## src/rtl/ws2812_rx_decoder_if.sv

```systemverilog
// ws2812_rx_decoder_if
//   Output bundle of the WS2812 receive decoder.
//   Signals:
//     pix_valid   1-cycle strobe, pix_g/r/b/idx valid
//     pix_g/r/b   decoded GRB bytes of the last complete pixel (held)
//     pix_idx     0-based pixel index within the frame, saturates at 255 (held)
//     frame_done  1-cycle strobe at the end of a frame
//     frame_len   pixels in the frame just ended, saturates at 255 (held)
//     err         1-cycle error strobe
//     err_code    01 short pulse, 10 high too long, 11 partial pixel (held)
//     dbg_state   current decoder FSM state (0 SYNC, 1 ARMED, 2 HIGH, 3 LOW)
//   Modports: master = decoder (drives everything), slave = consumer.
//
//   Handshake: every strobe here is valid-only. There is no ready and no
//   back-pressure; a consumer must take pix_valid, frame_done and err on the
//   single cycle they are high. The data fields stay stable until the next
//   strobe of the same kind.
interface ws2812_rx_decoder_if;
    logic       pix_valid;
    logic [7:0] pix_g;
    logic [7:0] pix_r;
    logic [7:0] pix_b;
    logic [7:0] pix_idx;
    logic       frame_done;
    logic [7:0] frame_len;
    logic       err;
    logic [1:0] err_code;
    logic [1:0] dbg_state;

    modport master (
        output pix_valid, pix_g, pix_r, pix_b, pix_idx,
        output frame_done, frame_len, err, err_code, dbg_state
    );

    modport slave (
        input pix_valid, pix_g, pix_r, pix_b, pix_idx,
        input frame_done, frame_len, err, err_code, dbg_state
    );
endinterface

```

## src/rtl/ws2812_rx_decoder.sv

```systemverilog
// ws2812_rx_decoder
//   Receive side of a WS2812 single-wire NRZ link. Synchronizes the line,
//   measures each high pulse to decode a 0/1 bit, assembles 24-bit GRB pixels
//   (MSB first), detects frame ends from the low reset gap and reports timing
//   violations.
//   Ports:
//     sys_clk    system clock (50 MHz)
//     sys_rst_n  asynchronous active-low reset
//     led_din    serial line, asynchronous to sys_clk
//     rx         output bundle (ws2812_rx_decoder_if.master)
module ws2812_rx_decoder #(
    parameter int unsigned T_HIGH_MIN = 8,
    parameter int unsigned T_THRESH   = 30,
    parameter int unsigned T_HIGH_MAX = 60,
    parameter int unsigned T_RESET    = 2500
) (
    input  logic                  sys_clk,
    input  logic                  sys_rst_n,
    input  logic                  led_din,
    ws2812_rx_decoder_if.master   rx
);

    localparam int LO_W = $clog2(T_RESET + 1);
    localparam logic [LO_W-1:0] LO_RESET = LO_W'(T_RESET);
    localparam logic [6:0] HI_MIN    = 7'(T_HIGH_MIN);
    localparam logic [6:0] HI_THRESH = 7'(T_THRESH);
    localparam logic [6:0] HI_MAX    = 7'(T_HIGH_MAX);

    typedef enum logic [1:0] {
        S_SYNC  = 2'd0,
        S_ARMED = 2'd1,
        S_HIGH  = 2'd2,
        S_LOW   = 2'd3
    } state_t;

    state_t state_q, state_d;

    logic            sync1_q, sync1_d;
    logic            sync2_q, sync2_d;
    logic            prev_q,  prev_d;
    logic [6:0]      hi_cnt_q, hi_cnt_d;
    logic [LO_W-1:0] lo_cnt_q, lo_cnt_d;
    logic [23:0]     sr_q, sr_d;
    logic [4:0]      bit_cnt_q, bit_cnt_d;
    logic [7:0]      pix_cnt_q, pix_cnt_d;

    logic            pix_valid_q, pix_valid_d;
    logic [7:0]      pix_g_q, pix_g_d;
    logic [7:0]      pix_r_q, pix_r_d;
    logic [7:0]      pix_b_q, pix_b_d;
    logic [7:0]      pix_idx_q, pix_idx_d;
    logic            frame_done_q, frame_done_d;
    logic [7:0]      frame_len_q, frame_len_d;
    logic            err_q, err_d;
    logic [1:0]      err_code_q, err_code_d;

    logic rise;
    logic fall;
    logic hi_too_long;
    logic hi_too_short;
    logic lo_gap_seen;

    // Edge detect runs on the second synchronizer stage against a third flop.
    assign rise         = sync2_q & ~prev_q;
    assign fall         = ~sync2_q & prev_q;
    assign hi_too_long  = (hi_cnt_q > HI_MAX);
    assign hi_too_short = (hi_cnt_q < HI_MIN);
    assign lo_gap_seen  = (lo_cnt_q == LO_RESET);

    // ---------------------------------------------------------------- state register
    always_ff @(posedge sys_clk or negedge sys_rst_n) begin
        if (!sys_rst_n) begin
            state_q <= S_SYNC;
        end else begin
            state_q <= state_d;
        end
    end

    // ---------------------------------------------------------------- datapath registers
    always_ff @(posedge sys_clk or negedge sys_rst_n) begin
        if (!sys_rst_n) begin
            sync1_q      <= 1'b0;
            sync2_q      <= 1'b0;
            prev_q       <= 1'b0;
            hi_cnt_q     <= '0;
            lo_cnt_q     <= '0;
            sr_q         <= '0;
            bit_cnt_q    <= '0;
            pix_cnt_q    <= '0;
            pix_valid_q  <= 1'b0;
            pix_g_q      <= '0;
            pix_r_q      <= '0;
            pix_b_q      <= '0;
            pix_idx_q    <= '0;
            frame_done_q <= 1'b0;
            frame_len_q  <= '0;
            err_q        <= 1'b0;
            err_code_q   <= '0;
        end else begin
            sync1_q      <= sync1_d;
            sync2_q      <= sync2_d;
            prev_q       <= prev_d;
            hi_cnt_q     <= hi_cnt_d;
            lo_cnt_q     <= lo_cnt_d;
            sr_q         <= sr_d;
            bit_cnt_q    <= bit_cnt_d;
            pix_cnt_q    <= pix_cnt_d;
            pix_valid_q  <= pix_valid_d;
            pix_g_q      <= pix_g_d;
            pix_r_q      <= pix_r_d;
            pix_b_q      <= pix_b_d;
            pix_idx_q    <= pix_idx_d;
            frame_done_q <= frame_done_d;
            frame_len_q  <= frame_len_d;
            err_q        <= err_d;
            err_code_q   <= err_code_d;
        end
    end

    // ---------------------------------------------------------------- next-state logic
    always_comb begin
        state_d = state_q;
        case (state_q)
            // Require the line to still be low so a rising edge landing on the
            // same cycle is not swallowed by the move to ARMED.
            S_SYNC:  if (lo_gap_seen && !sync2_q) state_d = S_ARMED;
            S_ARMED: if (rise) state_d = S_HIGH;
            S_HIGH: begin
                if (hi_too_long || (fall && hi_too_short)) state_d = S_SYNC;
                else if (fall)                             state_d = S_LOW;
            end
            S_LOW: begin
                if (rise)             state_d = S_HIGH;
                else if (lo_gap_seen) state_d = S_ARMED;
            end
            default: state_d = S_SYNC;
        endcase
    end

    // ---------------------------------------------------------------- datapath / output logic
    always_comb begin
        sync1_d      = led_din;
        sync2_d      = sync1_q;
        prev_d       = sync2_q;
        hi_cnt_d     = hi_cnt_q;
        lo_cnt_d     = lo_cnt_q;
        sr_d         = sr_q;
        bit_cnt_d    = bit_cnt_q;
        pix_cnt_d    = pix_cnt_q;
        pix_valid_d  = 1'b0;
        pix_g_d      = pix_g_q;
        pix_r_d      = pix_r_q;
        pix_b_d      = pix_b_q;
        pix_idx_d    = pix_idx_q;
        frame_done_d = 1'b0;
        frame_len_d  = frame_len_q;
        err_d        = 1'b0;
        err_code_d   = err_code_q;

        // The 24th bit landed last cycle: publish the pixel one cycle later so
        // the output bytes come straight from the shift register flops.
        if (bit_cnt_q == 5'd24) begin
            pix_valid_d = 1'b1;
            pix_g_d     = sr_q[23:16];
            pix_r_d     = sr_q[15:8];
            pix_b_d     = sr_q[7:0];
            pix_idx_d   = pix_cnt_q;
            bit_cnt_d   = '0;
            if (pix_cnt_q != 8'hFF) pix_cnt_d = pix_cnt_q + 8'd1;
        end

        case (state_q)
            S_SYNC: begin
                if (sync2_q)           lo_cnt_d = '0;
                else if (!lo_gap_seen) lo_cnt_d = lo_cnt_q + LO_W'(1);
            end
            S_ARMED: begin
                if (rise) hi_cnt_d = '0;
            end
            S_HIGH: begin
                if (hi_too_long || (fall && hi_too_short)) begin
                    // Pulse error: drop the whole frame in progress and resync.
                    err_d      = 1'b1;
                    err_code_d = hi_too_long ? 2'b10 : 2'b01;
                    sr_d       = '0;
                    bit_cnt_d  = '0;
                    pix_cnt_d  = '0;
                    lo_cnt_d   = '0;
                end else if (fall) begin
                    sr_d      = {sr_q[22:0], (hi_cnt_q >= HI_THRESH)};
                    bit_cnt_d = bit_cnt_q + 5'd1;
                    lo_cnt_d  = '0;
                end else if (hi_cnt_q != 7'd127) begin
                    hi_cnt_d = hi_cnt_q + 7'd1;
                end
            end
            S_LOW: begin
                if (rise) begin
                    hi_cnt_d = '0;
                end else if (lo_gap_seen) begin
                    if ((pix_cnt_q != 8'd0) || (bit_cnt_q != 5'd0)) begin
                        frame_done_d = 1'b1;
                        frame_len_d  = pix_cnt_q;
                    end
                    if (bit_cnt_q != 5'd0) begin
                        err_d      = 1'b1;
                        err_code_d = 2'b11;
                    end
                    sr_d      = '0;
                    bit_cnt_d = '0;
                    pix_cnt_d = '0;
                end else begin
                    lo_cnt_d = lo_cnt_q + LO_W'(1);
                end
            end
            default: begin
                lo_cnt_d = '0;
            end
        endcase
    end

    assign rx.pix_valid  = pix_valid_q;
    assign rx.pix_g      = pix_g_q;
    assign rx.pix_r      = pix_r_q;
    assign rx.pix_b      = pix_b_q;
    assign rx.pix_idx    = pix_idx_q;
    assign rx.frame_done = frame_done_q;
    assign rx.frame_len  = frame_len_q;
    assign rx.err        = err_q;
    assign rx.err_code   = err_code_q;
    assign rx.dbg_state  = state_q;

endmodule

```

## src/flat_wrapper.sv

```systemverilog
// flat-port wrapper written by rule: the top's interface ports become plain ports
module ws2812_rx_decoder_flat 
#(
    parameter int unsigned T_HIGH_MIN = 8,
    parameter int unsigned T_THRESH   = 30,
    parameter int unsigned T_HIGH_MAX = 60,
    parameter int unsigned T_RESET    = 2500
)
  (sys_clk, sys_rst_n, led_din, rx_pix_valid, rx_pix_g, rx_pix_r, rx_pix_b, rx_pix_idx, rx_frame_done, rx_frame_len, rx_err, rx_err_code, rx_dbg_state);
  ws2812_rx_decoder_if rx_i ();
  input  logic sys_clk;
  input  logic sys_rst_n;
  input  logic led_din;
  output wire logic [$bits(rx_i.pix_valid)-1:0] rx_pix_valid;
  output wire logic [$bits(rx_i.pix_g)-1:0] rx_pix_g;
  output wire logic [$bits(rx_i.pix_r)-1:0] rx_pix_r;
  output wire logic [$bits(rx_i.pix_b)-1:0] rx_pix_b;
  output wire logic [$bits(rx_i.pix_idx)-1:0] rx_pix_idx;
  output wire logic [$bits(rx_i.frame_done)-1:0] rx_frame_done;
  output wire logic [$bits(rx_i.frame_len)-1:0] rx_frame_len;
  output wire logic [$bits(rx_i.err)-1:0] rx_err;
  output wire logic [$bits(rx_i.err_code)-1:0] rx_err_code;
  output wire logic [$bits(rx_i.dbg_state)-1:0] rx_dbg_state;
  assign rx_pix_valid = rx_i.pix_valid;
  assign rx_pix_g = rx_i.pix_g;
  assign rx_pix_r = rx_i.pix_r;
  assign rx_pix_b = rx_i.pix_b;
  assign rx_pix_idx = rx_i.pix_idx;
  assign rx_frame_done = rx_i.frame_done;
  assign rx_frame_len = rx_i.frame_len;
  assign rx_err = rx_i.err;
  assign rx_err_code = rx_i.err_code;
  assign rx_dbg_state = rx_i.dbg_state;
  ws2812_rx_decoder #(.T_HIGH_MIN(T_HIGH_MIN), .T_THRESH(T_THRESH), .T_HIGH_MAX(T_HIGH_MAX), .T_RESET(T_RESET)) u_core (.sys_clk(sys_clk), .sys_rst_n(sys_rst_n), .led_din(led_din), .rx(rx_i));
endmodule
```

## config.mk

```make
export PLATFORM = sky130hd
export DESIGN_NAME = ws2812_rx_decoder_flat
export DESIGN_NICKNAME = d
export VERILOG_FILES = /design/src/rtl/ws2812_rx_decoder_if.sv /design/src/rtl/ws2812_rx_decoder.sv /design/src/flat_wrapper.sv
export SDC_FILE = /design/constraint.sdc
export NUM_CORES = 1
export LEC_CHECK = 0
export BUFFER_PORTS_ARGS = -buffer_cell sky130_fd_sc_hd__buf_2
export CORE_AREA = 3 3 126 128
export DETAILED_ROUTE_END_ITERATION = 16
export DIE_AREA = 0 0 129 131
export PLACE_DENSITY = 0.53
export SLEW_MARGIN = 10
export SYNTH_ARGS = -nofsm -noshare
export SYNTH_HDL_FRONTEND = slang
export SYNTH_SLANG_ARGS = --single-unit
export TNS_END_PERCENT = 100
```

## constraint.sdc

```tcl
create_clock -name sys_clk -period 3.54 [get_ports sys_clk]
set_input_delay 0.177 -clock sys_clk [delete_from_list [all_inputs] [get_ports sys_clk]]
set_output_delay 0.177 -clock sys_clk [all_outputs]
set_load 0.03 [all_outputs]
```

Word-level counts from Yosys, hierarchy flattened
Cells that the tools add are included.
{ "totals": {"ff_bits": 106, "latchBits": 0, "mem_bits_rw": 0, "romBits": 0, "inputBits": 3, "out_inout_bits": 47, "word_cells": 118, "n_memories": 0} }
{ "classes": {"n_addsub": 4, "multipliers": 0, "div_mod_pow": 0, "n_lt_le_gt_ge": 3, "eq_ne": 19, "n_shift": 0, "muxes": 51, "bitwise": 5, "n_reduce_logical": 18} }
{ "op_table": {"columns": ["op", "n"], "rows": [
  ["2-to-1 mux 24 bit", 4],
  ["2-to-1 mux 12 bit", 5],
  ["case mux 24 bit (2 select lines)", 1],
  ["2-to-1 mux 8 bit", 5],
  ["case mux 12 bit (3 select lines)", 1],
  ["2-to-1 mux 7 bit", 4],
  ["2-to-1 mux 5 bit", 5],
  ["2-to-1 mux 2 bit", 11],
  ["case mux 8 bit (2 select lines)", 1],
  ["!= test 2 x 1 -> 1 bit, second input constant", 7],
  ["case mux 7 bit (2 select lines)", 1],
  ["adder 12 x 1 -> 12 bit, second input constant", 1],
  ["equality test 12 bit, second input constant", 1],
  ["AND reduction 4 bit", 3],
  ["case mux 5 bit (2 select lines)", 1],
  ["AND reduction 5 bit", 2],
  ["2-to-1 mux 1 bit", 9],
  ["adder 8 x 1 -> 8 bit, second input constant", 1],
  ["!= test 8 bit, second input constant", 1],
  ["case mux 2 bit (4 select lines)", 1],
  ["nonzero test 8 bit", 1],
  ["adder 7 x 1 -> 7 bit, second input constant", 1],
  ["greater-or-equal comparator 7 x 5 -> 1 bit, second input constant", 1],
  ["> comparator 7 x 6 -> 1 bit, second input constant", 1],
  ["21 further kinds", 31]
]} }

Logic depth before layout (Yosys ltp)
{ "depth": {"word_depth": 6, "ltp_mapped": 9, "ltp_nobuf": 8} }

Worst setup path before layout
Ideal clock, no wire load.
{ "synth_timing": {"path_kind": "reg-to-reg", "start": "register u_core.state_q[1], in the netlist u_core.rx.dbg_state[1]", "end": "register u_core.hi_cnt_q[0]", "setup_time_ps": 125, "t_arrival_ps": 1888, "t_required_ps": 3415, "setup_slack_ps": 1527, "path_stages_with_launch": 6, "path_buffers": 1, "period_less_slack_ps": 2013, "cell_sequence": "dfrtp_1 > buf_6 > or3b_4 > a211o_2 > and3_1 > mux2_2"} }
{ "synth_via": {"elab_chain_cells": 4, "word_cells_on_any_way": 11, "classes_between": "eq/ne (7); mux (1); reduce/logical (3)"} }
{ "synth_rtl": {"columns": ["element", "line_no", "text"], "rows": [
  ["start: declaration", "ws2812_rx_decoder.sv:36", "state_t state_q, state_d;"],
  ["start signal: assignment", "ws2812_rx_decoder.sv:75", "state_q <= state_d;"],
  ["equality test 2 x 1 -> 1 bit / equality test 2 bit (equally long branches)", "ws2812_rx_decoder.sv:172", "case (state_q)"],
  ["OR reduction 2 bit (no source line)", null, null],
  ["!= test 2 x 1 -> 1 bit (no source line) / nonzero test 2 bit (equally long branches)", null, null],
  ["AND reduction 5 bit (no source line)", null, null],
  ["end signal: assignment", "ws2812_rx_decoder.sv:103", "hi_cnt_q <= hi_cnt_d;"],
  ["end: declaration", "ws2812_rx_decoder.sv:41", "logic [6:0] hi_cnt_q, hi_cnt_d;"]
]} }
Parallel ways exist; a longest one is shown, timed or not.
A chain may end at the register's enable or synchronous reset.

Final worst setup path
{ "layout_timing": {"start": "register u_core.lo_cnt_q[0]", "end": "register u_core.bit_cnt_q[1]"} }
{ "layout_via": {"elab_chain_cells": 4} }
{ "layout_rtl": {"columns": ["element", "line_no", "text"], "rows": [
  ["start: declaration", "ws2812_rx_decoder.sv:42", "logic [LO_W-1:0] lo_cnt_q, lo_cnt_d;"],
  ["start signal: assignment", "ws2812_rx_decoder.sv:104", "lo_cnt_q <= lo_cnt_d;"],
  ["equality test 12 bit", "ws2812_rx_decoder.sv:68", "assign lo_gap_seen = (lo_cnt_q == LO_RESET);"],
  ["2-to-1 mux 5 bit", "ws2812_rx_decoder.sv:200", "end else if (lo_gap_seen) begin"],
  ["2-to-1 mux 5 bit", "ws2812_rx_decoder.sv:198", "if (rise) begin"],
  ["case mux 5 bit (2 select lines)", "ws2812_rx_decoder.sv:172", null],
  ["via u_core.bit_cnt_d[1]", "ws2812_rx_decoder.sv:44", "logic [4:0] bit_cnt_q, bit_cnt_d;"],
  ["end signal: assignment", "ws2812_rx_decoder.sv:106", "bit_cnt_q <= bit_cnt_d;"],
  ["end: declaration", "ws2812_rx_decoder.sv:44", null]
]} }
The timed path passes the listed nets, and every way through them passes these cells.

==> flow_summary_export.csv <==
group,metric,value,unit
synthesis,ys.flop_type,"dfrtp_1",
status,outcome,"complete, no violations",
cts,cts_max_level,3,
cells_and_area,seqCellArea,2650,um2
worst_setup_path,critical_path_class,"register to register",
sta,fin_crit,2.43,ns
worst_setup_path,ff2ff_path_depth,6,
flow_run,drv_cap,0,
cells_and_area,final_common_cell,"nand2_1",
sta,max_freq,0.412,GHz
synthesis,synth_nets,524,
hold_path,hold_depth,0,
placed_design,pre_cts_slack,1.12,ns
synthesis,netlist_area,4890,um2
worst_setup_path,path_depth,6,
sta,whs,0.350,ns
worst_setup_path,startpoint_type,"register",
die,chipWidth,129,um
die,fp.coreArea,15000,um2
hold_path,hp-start,"u_core.sync1_q",
hold_path,hold_class,"register to register",
synthesis,yosysSeqAreaShare,0.543,
synthesis,syn_area_per_cell,9.53,um2
pwr,internal_power,1.72,mW
cells_and_area,area_growth,14.1,%
worst_setup_path,reg2reg_from,"u_core.lo_cnt_q[0]",
sta,setup_viol,0,
sta,slew_violations,0,
worst_setup_path,crit_family,"simple AND/OR/NAND/NOR gates",
cells_and_area,final_core_util,0.372,
pwr,p_seq_frac,0.558,
pwr,p_leak,2.89,nW
routing,viasPerCell,5.00,
placed_design,dp_cells,735,
synthesis,postSynthCellCount,513,
worst_setup_path,slowest_stage,"or3_1",
sta,finalClockSkew,0.00465,ns
sta,relSlewSlack,0.407,
die,rows,45,
cts,clk_pin_slew_worst_paths,0.07,ns
routing,postRouteWirelength,10800,um
synthesis,synth_seq_cells,106,
worst_setup_path,worstPathArrival,2.66,ns
worst_setup_path,crit_chain,"inv_1 -> ha_1 -> nor4b_4 -> a41oi_4 -> or3_1 -> a32o_1",
worst_setup_path,slowest_delay,0.75,ns
cells_and_area,fill_cells,1506,
die,die_y,131,um
synthesis,yosysWarnings,0,
pwr,ir_drop,0.217,mV
synthesis,yosys.area.top_type,"dfrtp_1",
worst_setup_path,worst-path-buf-inv,1,
pwr,comb_power_share,0.028,
placed_design,place.gp.congestion,0.838,
synthesis,synth.distinct_cells,65,
cells_and_area,nets,571,
global_route,grt_pass1_wl,18900,um
cells_and_area,antennaDiodeCount,0,
cts,clk-insertion-delay-late,0.35,ns
cells_and_area,multi_input_area,2040,um2
global_route,antenna_found_initial,0,
pwr,p_switching,0.470,mW
routing,vias,3754,
pwr,power_density,393,nW/um2
placed_design,portBuffers,49,
worst_setup_path,crit_path_max_fanout,25,
global_route,groute.usage.overall,0.138,
worst_setup_path,r2r_end,"u_core.bit_cnt_q[1]",
pwr,clock_power_share,0.414,
synthesis,netlist_top_cells_area,"dfrtp_1, nand2_1, nand3_1, o21ai_0, nor2_1",
cts,clock_sinks,106,
sta,hold_viol,0,
sta,worst_pin_slew,0.890,ns
cts,cts_tree,"yes",
die,start_util,0.326,
synthesis,synth.top_cell.area_share,0.543,
global_route,grt_overflow,0,
cells_and_area,layout_common_cells,"nand2_1, dfrtp_1, buf_2",
global_route,grt_pass1_vias,3766,
sta,rsz0062_at_grt,"false",
cts,clock-root-buffer,"clkbuf_16",
routing,postRouteAntennaNets,0,
sta,tns,0,ns
pwr,switching_share,0.214,
cells_and_area,drive_gt1_frac,0.165,
routing,wl_per_cell,14.3,um
worst_setup_path,rrSetupSlack,1.11,ns
cts,clk_path_buf_depth,2,
die,die-area,16900,um2
routing,firstDrtPassIters,4,
global_route,grt_max_degree,52,
cts,cts_buffers,9,
worst_setup_path,critPathCaptureType,"register",
hold_path,hold_end,"u_core.prev_d",
synthesis,synth_edf_count,0,
routing,first_iter_violations,237,
placed_design,hpwl,7430,um
sta,period_share,0.686,
synthesis,async_flop_share,1.00,
routing,drc,0,
die,io_pins,50,
worst_setup_path,crit_required,3.77,ns
cts,postCtsSetupRepairBufs,0,
cells_and_area,final_cells,751,
sta,worst_slack,1.11,ns
==> worst register-to-register path, stage by stage, from the launching register on <==
cell	delay, ns
dfrtp_1	0.43
inv_1	0.08
ha_1	0.15
nor4b_4	0.31
a41oi_4	0.18
or3_1	0.75
a32o_1	0.41
==> per-layer routing <==
metal / part of all wire / wire [um] / global-route usage / vias up
li1: - / - / - / 1828
met1: 0.48 / 5200 / 0.186 / 1840
met2: 0.46 / 4910 / 0.214 / 76
met3: 0.047 / 507 / 0.0366 / 10
met4: 0.014 / 151 / 0.0482 / 0
met5: 0 / 0 / 0 / -
==> synthesized netlist by cell type, types with 2 or more instances <==
cell type	count
xnor2_1	6
nand2b_1	3
nand4_1	3
and2_1	4
buf_2	3
nand3_1	38
nor4b_1	3
o41ai_1	3
and3_1	5
inv_1	18
ha_1	8
or3_1	2
xor2_1	3
o21ai_0	22
buf_1	3
o31ai_1	6
nor2_1	28
o31a_1	2
clkbuf_1	9
buf_6	5
a21oi_1	5
nand3b_1	3
nand2_1	159
a31oi_1	11
dfrtp_1	106
mux2_2	8
nor3_1	9
==> metrics by stage <==
stage	instance area (um2)	total power, mW
final	5580	2.19
after floorplan	4890	1.27
after global placement	5290	1.30
after detailed placement	5290	1.31
after CTS	5580	2.24
after global routing	5580	2.28
==> logic make-up after synthesis <==
logic type	Yosys count	share of synthesized area
flops	106	0.543
buf+inv	40	0.0402
compound gates	66	0.0963
fa+ha+maj	8	0.0205
simple gates	276	0.266
mux	8	0.0184
xor+xnor	9	0.0161
==> cell type report <==
class,instances,share of cell area
sequential,106,0.476
multi-input combinational,367,0.366
timing repair buffer,58,0.0575
clock buffer,12,0.0442
tap,188,0.0422
inverter,18,0.0121
clock inverter,2,0.00269
==> how the worst max path moves through the flow <==
| stage | start | to | slack [ns] |
|---|---|---|---|
| after floorplan | u_core.rx.dbg_state[1] | u_core.hi_cnt_q[0] | 1.53 |
| after global placement | u_core.lo_cnt_q[0] | u_core.bit_cnt_q[1] | 1.19 |
| after detailed placement | u_core.lo_cnt_q[0] | u_core.bit_cnt_q[1] | 1.12 |
| after CTS | u_core.lo_cnt_q[0] | u_core.bit_cnt_q[1] | 1.10 |
| after global routing | u_core.rx.dbg_state[1] | u_core.sr_q[6] | 0.95 |
| final | u_core.lo_cnt_q[0] | u_core.bit_cnt_q[1] | 1.11 |
==> sequential cells by signal, indices dropped and copies added, names as in the netlist, 2 cells and up <==
signal and cells:
u_core.bit_cnt_q 5, u_core.hi_cnt_q 7, u_core.lo_cnt_q 12, u_core.pix_cnt_q 8, u_core.rx.dbg_state 2, u_core.rx.err_code 2
u_core.rx.frame_len 8, u_core.rx.pix_b 8, u_core.rx.pix_g 8, u_core.rx.pix_idx 8, u_core.rx.pix_r 8, u_core.sr_q 24
==> what timing repair did <==
action / 4_1_cts / 5_1_grt
hold endpoints to repair: 50 / 0
endpoints found under the setup margin: 0 / 0
hold buffers: 2 / 0
resized for setup: 0 / 0
==> power groups by stage <==
stage,sequential (mW),clock [mW],combinational (mW)
global route,1.22,0.990,0.0709
finish,1.22,0.907,0.0612
detailed placement,1.24,0,0.0620
floorplan,1.24,0,0.0268
global placement,1.24,0,0.0608
CTS,1.22,0.952,0.0640
Note: power is estimated with default switching activity, not from simulation.
